$ cat src/rtl/gf8_div_seq.sv
// Sequential GF(2^8) divider: quo = num * den^254 via square-and-multiply, then one multiply.
// Optional macro GF8_DIV_ZERO_FASTPATH_EN: den==0 short-circuits to DONE one cycle after accept.
module gf8_div_seq #(
    parameter logic [7:0] POLY = 8'h1B
) (
    input  logic       clk,
    input  logic       rst,
    input  logic       in_valid,
    output logic       in_ready,
    input  logic [7:0] num,
    input  logic [7:0] den,
    output logic       out_valid,
    input  logic       out_ready,
    output logic [7:0] quo,
    output logic       div_by_zero
);

    localparam int unsigned W     = 8;
    localparam int unsigned CNT_W = 3;

    typedef enum logic [1:0] {IDLE, EXP, MUL, DONE} state_t;

    state_t             state_q, state_d;
    logic [W-1:0]       num_q, num_d;
    logic [W-1:0]       den_q, den_d;
    logic [W-1:0]       s_q, s_d;
    logic [W-1:0]       r_q, r_d;
    logic [CNT_W-1:0]   cnt_q, cnt_d;
    logic [W-1:0]       quo_q, quo_d;
    logic               dbz_q, dbz_d;
    logic               out_valid_q, out_valid_d;
    logic               in_ready_q, in_ready_d;

    // Shift-and-add carry-less multiply with on-the-fly reduction by POLY.
    function automatic logic [W-1:0] gf_mul(input logic [W-1:0] a, input logic [W-1:0] b);
        logic [W-1:0] acc;
        logic [W-1:0] x;
        acc = '0;
        x   = a;
        for (int i = 0; i < int'(W); i++) begin
            if (b[i]) acc = acc ^ x;
            x = x[W-1] ? ({x[W-2:0], 1'b0} ^ POLY) : {x[W-2:0], 1'b0};
        end
        return acc;
    endfunction

    always_comb begin
        state_d     = state_q;
        num_d       = num_q;
        den_d       = den_q;
        s_d         = s_q;
        r_d         = r_q;
        cnt_d       = cnt_q;
        quo_d       = quo_q;
        dbz_d       = dbz_q;
        out_valid_d = out_valid_q;

        unique case (state_q)
            IDLE: begin
                if (in_valid) begin
                    num_d   = num;
                    den_d   = den;
                    s_d     = den;
                    r_d     = W'(1);
                    cnt_d   = '0;
                    state_d = EXP;
                end
            end
            EXP: begin
`ifdef GF8_DIV_ZERO_FASTPATH_EN
                if (den_q == '0) begin
                    quo_d       = '0;
                    dbz_d       = 1'b1;
                    out_valid_d = 1'b1;
                    state_d     = DONE;
                end else begin
`else
                begin
`endif
                    // r accumulates den^(2+4+...+128) using the freshly squared s.
                    s_d   = gf_mul(s_q, s_q);
                    r_d   = gf_mul(r_q, s_d);
                    cnt_d = cnt_q + CNT_W'(1);
                    if (cnt_q == CNT_W'(6)) state_d = MUL;
                end
            end
            MUL: begin
                quo_d       = gf_mul(r_q, num_q);
                dbz_d       = (den_q == '0);
                out_valid_d = 1'b1;
                state_d     = DONE;
            end
            DONE: begin
                if (out_ready) begin
                    out_valid_d = 1'b0;
                    state_d     = IDLE;
                end
            end
            default: state_d = IDLE;
        endcase

        in_ready_d = (state_d == IDLE);
    end

    always_ff @(posedge clk) begin
        if (rst) begin
            state_q     <= IDLE;
            num_q       <= '0;
            den_q       <= '0;
            s_q         <= '0;
            r_q         <= '0;
            cnt_q       <= '0;
            quo_q       <= '0;
            dbz_q       <= 1'b0;
            out_valid_q <= 1'b0;
            in_ready_q  <= 1'b1;
        end else begin
            state_q     <= state_d;
            num_q       <= num_d;
            den_q       <= den_d;
            s_q         <= s_d;
            r_q         <= r_d;
            cnt_q       <= cnt_d;
            quo_q       <= quo_d;
            dbz_q       <= dbz_d;
            out_valid_q <= out_valid_d;
            in_ready_q  <= in_ready_d;
        end
    end

    assign in_ready    = in_ready_q;
    assign out_valid   = out_valid_q;
    assign quo         = quo_q;
    assign div_by_zero = dbz_q;

endmodule

$ cat config.mk
export PLATFORM = sky130hd
export DESIGN_NAME = gf8_div_seq
export DESIGN_NICKNAME = d
export VERILOG_FILES = /design/src/rtl/gf8_div_seq.sv
export SDC_FILE = /design/constraint.sdc
export NUM_CORES = 1
export LEC_CHECK = 0
export ABC_CLOCK_PERIOD_IN_PS = 3000
export CORE_ASPECT_RATIO = 0.6
export CORE_MARGIN = 5
export CORE_UTILIZATION = 40
export DETAILED_ROUTE_END_ITERATION = 8
export MAX_ROUTING_LAYER = met4
export PLACE_DENSITY = 0.7
export SYNTH_ARGS = -nofsm -noshare
export SYNTH_HDL_FRONTEND = slang
export SYNTH_SLANG_ARGS = --single-unit
$ cat constraint.sdc
create_clock -name clk -period 3 [get_ports clk]
set_input_delay 0.45 -clock clk [delete_from_list [all_inputs] [get_ports clk]]
set_output_delay 0.45 -clock clk [all_outputs]
set_load 0.02 [all_outputs]
After elaboration in Yosys (flattened, before gate mapping)
Index checks and enable logic that the tools add are counted.
{"block": "totals", "in_bits": 20, "reg_bits": 48}
{"block": "op_classes", "add_sub_neg": 1, "n_eq_ne": 6, "n_bitwise": 35, "reduce_logical": 8, "mux": 72}
{"op": "two-way mux 8 bit", "count": 48}
{"op": "bitwise XOR 8 bit", "count": 21}
{"op": "two-way mux 5 bit", "count": 14}
{"op": "inverter 4 bit", "count": 14}
{"op": "one-hot mux 8 bit (2 select lines)", "count": 2}
{"op": "zero test 8 bit", "count": 1}
{"op": "one-hot mux 2 bit (4 select lines)", "count": 1}
{"op": "two-way mux 2 bit", "count": 3}
{"op": "one-hot mux 3 bit (2 select lines)", "count": 1}
{"op": "AND reduction 2 bit", "count": 3}
{"op": "equality test 2 bit, second input constant", "count": 2}
{"op": "zero test 2 bit", "count": 2}
{"op": "inequality test 2 bit, second input constant", "count": 2}
{"op": "nonzero test 2 bit", "count": 2}
{"op": "adder 3 x 1 -> 3 bit, second input constant", "count": 1}
{"op": "equality test 3 bit, second input constant", "count": 1}
{"op": "two-way mux 3 bit", "count": 1}
{"op": "equality test 2 x 1 -> 1 bit, second input constant", "count": 1}
{"op": "one-hot mux 1 bit (2 select lines)", "count": 1}
{"op": "two-way mux 1 bit", "count": 1}

Longest topological paths before layout
Gate-level depths: netlist of run 1.
{"block": "depth", "depth_word": 46, "mapped_depth": 12, "mapped_depth_nobuf": 10}

Least setup slack after synthesis of run 1
Ideal clock, no wire load.
{"block": "synth_path", "path_kind": "register -> register", "start": "reg s_q[0]", "end": "reg r_q[6]", "synth_period_minus_slack_ns": 2.789, "t_required_ns": 2.880, "arrival_ns": 2.669, "slack_ns": 0.211, "path_buffers": 1, "setup_ns": 0.120, "stages_incl_launch_ff": 12, "path_cell_list": "dfxtp_1 ha_1 buf_2 xor2_1 mux2i_1 xor2_2 nand2_1 xnor2_1 xnor2_1 xnor3_1 and3_1 a211o_1"}
{"block": "synth_via", "elab_chain_cells": 46}
{"element": "from (decl)", "line_no": "26", "text": "logic [W-1:0] s_q, s_d;"}
{"element": "from (signal assigned)", "line_no": "110", "text": "s_q <= '0;"}
{"element": "from (signal assigned)", "line_no": "121", "text": "s_q <= s_d;"}
{"element": "two-way mux 8 bit", "line_no": "41", "text": "if (b[i]) acc = acc ^ x;"}
{"element": "two-way mux 8 bit", "line_no": "58", "text": "unique case (state_q)"}
{"element": "bitwise XOR 8 bit", "line_no": "41"}
{"element": "two-way mux 8 bit", "line_no": "41"}
{"element": "two-way mux 8 bit", "line_no": "58"}
{"element": "bitwise XOR 8 bit", "line_no": "41"}
{"element": "two-way mux 8 bit", "line_no": "41"}
{"element": "two-way mux 8 bit", "line_no": "58"}
{"element": "[... 30 more ...]"}
{"element": "two-way mux 8 bit", "line_no": "41"}
{"element": "two-way mux 8 bit", "line_no": "58"}
{"element": "bitwise XOR 8 bit", "line_no": "41"}
{"element": "two-way mux 8 bit", "line_no": "41"}
{"element": "two-way mux 8 bit", "line_no": "58"}
{"element": "bitwise XOR 8 bit", "line_no": "41"}
{"element": "two-way mux 8 bit (*)", "line_no": "41"}
{"element": "one-hot mux 8 bit (2 select lines) (*)", "line_no": "58"}
{"element": "to (signal assigned)", "line_no": "122", "text": "r_q <= r_d;"}
{"element": "to (decl)", "line_no": "27", "text": "logic [W-1:0] r_q, r_d;"}
Every way passes the cells marked *; elsewhere a longest branch is shown, timed or not. The select of a mux whose other input is x is not followed.
A chain may end at the register's enable or synchronous reset.

Final worst setup path of run 1
Same ends and word-level chain as after synthesis.

==> results of run 1 <==
worst max-delay path by stage:
stage | startpoint | to | slack, ps | cells after the start
4_1_cts | s_q[0] | r_q[6] | 70 | 10
3_3_place_gp | s_q[0] | r_q[3] | 220 | 9
6_report | s_q[0] | r_q[6] | 120 | 10
3_5_place_dp | s_q[0] | r_q[7] | 70 | 11
5_1_grt | s_q[0] | r_q[6] | 4 | 10
2_1_floorplan | s_q[0] | r_q[6] | 210 | 11
power groups by stage:
stage	Sequential [W]	Combinational, W	Clock [W]
detailed placement	0.000866	0.00346	0
floorplan	0.000767	0.00257	0
global route	0.000872	0.00386	0.000758
global placement	0.000863	0.00338	0
CTS	0.000852	0.00347	0.000730
finish	0.000862	0.00358	0.000717
worst max-delay path: cells and delay by family, from the launching register on:
kind,cells,cell delay [ps]
XOR/XNOR,5,1220
adder cells (fa/ha/maj),1,430
AND/OR/NAND/NOR,3,530
flip-flops,1,360
AO/OA/AOI/OAI,1,220
cells by family (layout without fill, tap and decap cells):
family                   count (synthesis)  after routing
XOR/XNOR                               154            154
flip-flops                              48             48
AND/OR/NAND/NOR                        248            248
adder cells (fa/ha/maj)                  3              3
buffers and inverters                   54             91
multiplexers                             6              6
AO/OA/AOI/OAI                           90             90
what timing repair did:
action / 4_1_cts / 5_1_grt
resized for setup: 0 / 7
endpoints found under the setup margin: 0 / 5
setup buffers: 0 / 2
hold buffers: 0 / 0
cells in the mapped netlist (5+ instances only):
library cell / number / area share, %
a22oi_1: 5 / 0.84
xor2_1: 30 / 5.9
dfxtp_1: 48 / 22
buf_2: 12 / 1.3
nor3b_1: 5 / 0.84
a21oi_1: 33 / 3.7
o21ai_0: 9 / 1.0
inv_1: 10 / 0.84
xor2_2: 6 / 2.2
a22o_1: 6 / 1.2
o211ai_1: 5 / 0.84
nor2b_1: 6 / 0.84
clkbuf_1: 30 / 2.5
nor3_1: 10 / 1.1
nand2b_1: 9 / 1.3
xnor3_1: 7 / 3.5
xnor2_2: 6 / 2.2
nor2_1: 45 / 3.8
nand2_1: 154 / 13
a211oi_1: 15 / 2.5
xnor2_1: 104 / 20
state kept, by name, indices dropped and copies added, names as in the netlist:
name	cells
den_q	8
num_q	8
quo	8
r_q	8
s_q	8
cnt_q	3
state_q	2
div_by_zero	1
in_ready	1
out_valid	1
per-layer routing:
layer,part of all wire (%),vias to the layer above,track usage (%)
met5,0,-,-
met4,0.81,0,2.82
met3,7.6,12,4.04
met2,42,152,27.2
met1,50,1992,27.7
li1,-,2033,-
layout make-up:
cell class	count	area share, %
Clock inverter	2	1.13
Tap cell	139	3.27
Multi-Input combinational cell	501	62.3
Timing Repair Buffer	74	12.1
Sequential cell	48	18.1
Clock buffer	5	2.36
Inverter	10	0.707
stage by stage:
stage	cell area, um^2	instances	total power, W
floorplan	4460	603	0.00334
global placement	5070	770	0.00424
detailed placement	5070	770	0.00432
CTS	5250	777	0.00506
global route	5310	779	0.00549
finish	5310	779	0.00516
==> results.yml, run 1 <==
clock_network:
  cts-root-buf: "clkbuf_16"
  cts_made_buffers: 5
  cts_tree: "done"
  cts_buffer_depth: 2
  cts_sinks: 48
  path_clk_slew_ps: 70
  h-tree-depth: 2
  worst_skew_pair.late_latency_ps: 290
global_routing:
  antenna_found_initial: 0
  overflow: 0
  track_usage_pct: 18.9
  first_global_vias: 4007
  grt_first_pass_wirelength_um: 20400
  grt_max_degree: 41
layout:
  area_growth_pct: 19.0
  fillers: 1031
  seq_area_um2: 962
  multi_input_area_um2: 3310
  antenna_cells: 0
  drive_gt1_share_pct: 11.9
  final_core_util_pct: 49.5
  final_common_cell: "nand2_1"
  final_cell_mix: "nand2_1 (154), xnor2_1 (103), dfxtp_1 (47), nor2_1 (45), buf_4 (43)"
  fin_nets: 663
pwr:
  clockPowerShare_pct: 13.9
  p_switching_w: 0.00226
  peakVddDrop_mv: 0.494
  p_int_w: 0.00290
  combPwrFrac_pct: 69.4
  powerDensity_nw_per_um2: 972
  p_leak_nw: 1.96
  sw_frac_of_total_pct: 43.8
  p_seq_share_pct: 16.7
worst_setup_path:
  endpoint_kind: "flip-flop"
  startpoint_type: "flip-flop"
  rr_worst_depth: 10
  critPathMaxFanout: 6
  slowest_stage: "ha_1"
  critPathMaxStageDelay_ps: 430
  cp.arrival_ps: 3060
  r2r-end: "r_q[6]"
  worstPathRequired_ps: 3180
  cp_common_cell: "xnor2_1"
  regToRegStartpoint: "s_q[0]"
  crit_chain: "ha_1 -> xor3_1 -> nand2b_2 -> xnor2_2 -> nand2_1 -> xnor2_1 -> xnor2_1 -> xnor3_1 -> and3_1 -> a211o_1"
  path_class: "flip-flop to flip-flop"
  ff2ff_setup_slack_ps: 120
sta:
  hold_viol: 0
  slew_headroom_pct: 56.5
  finalCritPeriodShare_pct: 96.0
  worst_pin_slew_ps: 650
  worst_clock_skew_ps: 7.21
  slew_viol_final: 0
  fin_ws_ps: 121
  fmax_mhz: 347
  rsz0062_at_grt: "false"
  setup_tns_ps: 0
  hold_slack_ps: 460
  fin_crit_ps: 2880
  setup_violations: 0
synth:
  synth_edf_count: 0
  synthAdderAreaFrac_pct: 0.841
  syn-num-nets: 626
  syn_inst: 603
  avgSynthCellArea_um2: 7.40
  synth_compound_area_share_pct: 13.0
  synth-xor-area-share_pct: 34.7
  async_flop_share_pct: 0
  ys_seq_area_share_pct: 21.5
  syn_area_um2: 4460
  synth_top_family_by_area: "XOR/XNOR gates"
  synthFlopType: "dfxtp_1"
  synth_seq_cells: 48
  yosys.area_share.simple_pct: 23.5
  yosysWarnings: 0
  ys_types: 48
  synthMuxAreaShare_pct: 1.40
detailed_routing:
  via_per_inst: 5.38
  detail_route.iter0.violations: 387
  postRouteAntennaNets: 0
  dr.pass1.iters: 4
  wirelength_um: 12400
  avgRoutedWirePerCell_um: 15.9
  vias: 4189
  remaining_drc_errors: 0
placed_design:
  io_buffers: 30
  dp_slack_ps: 74.1
  gp_congestion: 0.981
  hpwl_um: 9480
floorplan:
  dieArea_um2: 13400
  pin_count: 31
  start_util_pct: 41.6
  die_w_um: 146
  rows: 29
  die_h_um: 91.8
  core_area_um2: 10700
min_path:
  min-delay-start: "den_q[5]"
  hold_class: "flip-flop to flip-flop"
  hold_path_end: "den_q[5]"
  min_delay_path_depth: 2
run_status:
  run_status: "finished clean"
job:
  maxCapViolCount: 0
Power figures use the tool's default switching activity.
==> inputs of run 2 (changes only) <==
- ABC_CLOCK_PERIOD_IN_PS: 3000 -> 3600
- CTS_BUF_LIST: default -> sky130_fd_sc_hd__clkbuf_8
- PLACE_DENSITY: 0.7 -> 0.68
- clock period: 3 -> 3.6 ns (I/O delays scaled with it)
==> run 2 against run 1 <==
Against the previous run:
- clock-buffer cell count did not move
- sequential cell count did not move
- die area did not move
==> results.yml, run 2 (synthesis gave the netlist of run 1 again) <==
worst_setup_path:
  ff2ff_setup_slack_ps: 350
  crit_chain: "ha_1 -> nand2_1 -> xnor2_1 -> nand2_1 -> xnor2_1 -> xnor2_1 -> xnor3_1 -> and3_1 -> a211o_1"
  rr_worst_depth: 9
  regToRegStartpoint: "s_q[0]"
  cp.arrival_ps: 3470
  slowest_stage: "xnor2_1"
  worstPathRequired_ps: 3810
  path_class: "flip-flop to flip-flop"
  crit_path_start: "s_q[0]"
  critPathMaxStageDelay_ps: 820
  startpoint_type: "flip-flop"
  cp_common_cell: "xnor2_1"
  r2r-end: "r_q[6]"
  endpoint_kind: "flip-flop"
  critPathMaxFanout: 12
global_routing:
  grt_max_degree: 41
  track_usage_pct: 18.4
  grt_first_pass_wirelength_um: 20000
  antenna_found_initial: 0
  overflow: 0
  grt_use_met2_pct: 26.4
  busiest_layer: "met1"
  first_global_vias: 3965
  gr-usage-met3_pct: 3.65
  gr-usage-met1_pct: 27.1
floorplan:
  core_area_um2: 10700
  pin_count: 31
  rows: 29
  die_w_um: 146
  dieArea_um2: 13400
  start_util_pct: 41.6
  die_h_um: 91.8
clock_network:
  h-tree-depth: 2
  hold_buffers: 0
  cts_buffer_depth: 2
  cts_made_buffers: 5
  cts_resized: 0
  cts_sinks: 48
  cts_tree: "done"
  path_clk_slew_ps: 100
  worst_skew_pair.late_latency_ps: 310
  cts_setup_buffers: 0
  cts-root-buf: "clkbuf_8"
pwr:
  powerDensity_nw_per_um2: 752
  peakVddDrop_mv: 0.279
  p_int_w: 0.00194
  p_switching_w: 0.00180
  p_leak_nw: 1.78
  p_seq_share_pct: 19.1
  clockPowerShare_pct: 8.9
  combPwrFrac_pct: 72.0
  sw_frac_of_total_pct: 48.2
detailed_routing:
  postRouteAntennaNets: 0
  avgRoutedWirePerCell_um: 15.9
  wirelength_um: 12000
  dr.pass1.iters: 5
  remaining_drc_errors: 0
  vias: 4044
  via_per_inst: 5.36
  detail_route.iter0.violations: 422
layout:
  fin_cells: 754
  final_common_cell: "nand2_1"
  final_cell_mix: "nand2_1 (154), xnor2_1 (104), dfxtp_1 (48), nor2_1 (45), a21oi_1 (33)"
  fin_nets: 638
  area_growth_pct: 11.4
  final_core_util_pct: 46.3
  drive_gt1_share_pct: 7.48
  antenna_cells: 0
sta:
  finalCritPeriodShare_pct: 90.4
  slew_headroom_pct: 30.3
  slew_viol_final: 0
  rsz0062_at_grt: "false"
  fin_crit_ps: 3250
  worst_pin_slew_ps: 1040
  fmax_mhz: 307
  hold_slack_ps: 463
  setup_tns_ps: 0
  setup_violations: 0
  hold_viol: 0
  worst_clock_skew_ps: 9.67
run_status:
  run_status: "finished clean"
job:
  maxCapViolCount: 0
placed_design:
  gp_congestion: 0.897
  dp.cells: 747
  io_buffers: 30
  hpwl_um: 8940
min_path:
  hold_class: "flip-flop to flip-flop"
  min_delay_path_depth: 2
  min-delay-start: "den_q[6]"
  hold_path_end: "den_q[6]"
run 2: metrics by stage:
step / power, W / area [um^2] / worst slack (ps)
floorplan: 0.00278 / 4460 / 811
global placement: 0.00331 / 4890 / 592
detailed placement: 0.00337 / 4890 / 407
CTS: 0.00372 / 4970 / 371
global route: 0.00399 / 4970 / 148
finish: 0.00374 / 4970 / 346
run 2: worst max-delay path by stage:
stage	end	slack, ps	cells past startpoint
2_1_floorplan	r_q[6]	810	11
3_3_place_gp	r_q[6]	590	9
3_5_place_dp	r_q[6]	410	9
4_1_cts	r_q[6]	370	9
5_1_grt	r_q[6]	150	9
6_report	r_q[6]	350	9
run 2: critical path: cells and delay by family (launching register included):
| family | cells | cell delay, ps |
|---|---|---|
| AO/OA/AOI/OAI | 1 | 230 |
| XOR/XNOR | 4 | 1620 |
| adder cells (fa/ha/maj) | 1 | 440 |
| flip-flops | 1 | 380 |
| AND/OR/NAND/NOR | 3 | 490 |
run 2: power groups by stage:
stage          combinational [W]  sequential (W)  clock [W]
3_5_place_dp             0.00265        0.000722          0
5_1_grt                  0.00290        0.000723   0.000361
3_3_place_gp             0.00259        0.000719          0
4_1_cts                  0.00267        0.000710   0.000342
2_1_floorplan            0.00214        0.000639          0
6_report                 0.00269        0.000713   0.000334
run 2: layer usage:
metal	share of wire, %	vias to the layer above
li1	-	1980
met1	49	1870
met2	41	180
met3	9.2	14
met4	0.88	0
met5	0	-
run 2: final cells by class:
type                    instances  area [um^2]
fillers                      1096         5770
well taps                     139          174
clock buffers                   5         68.8
inverters                      10         37.5
clock inverters                 2         12.5
flip-flops and latches         48          961
multi-input cells             501         3280
repair buffers                 49          443
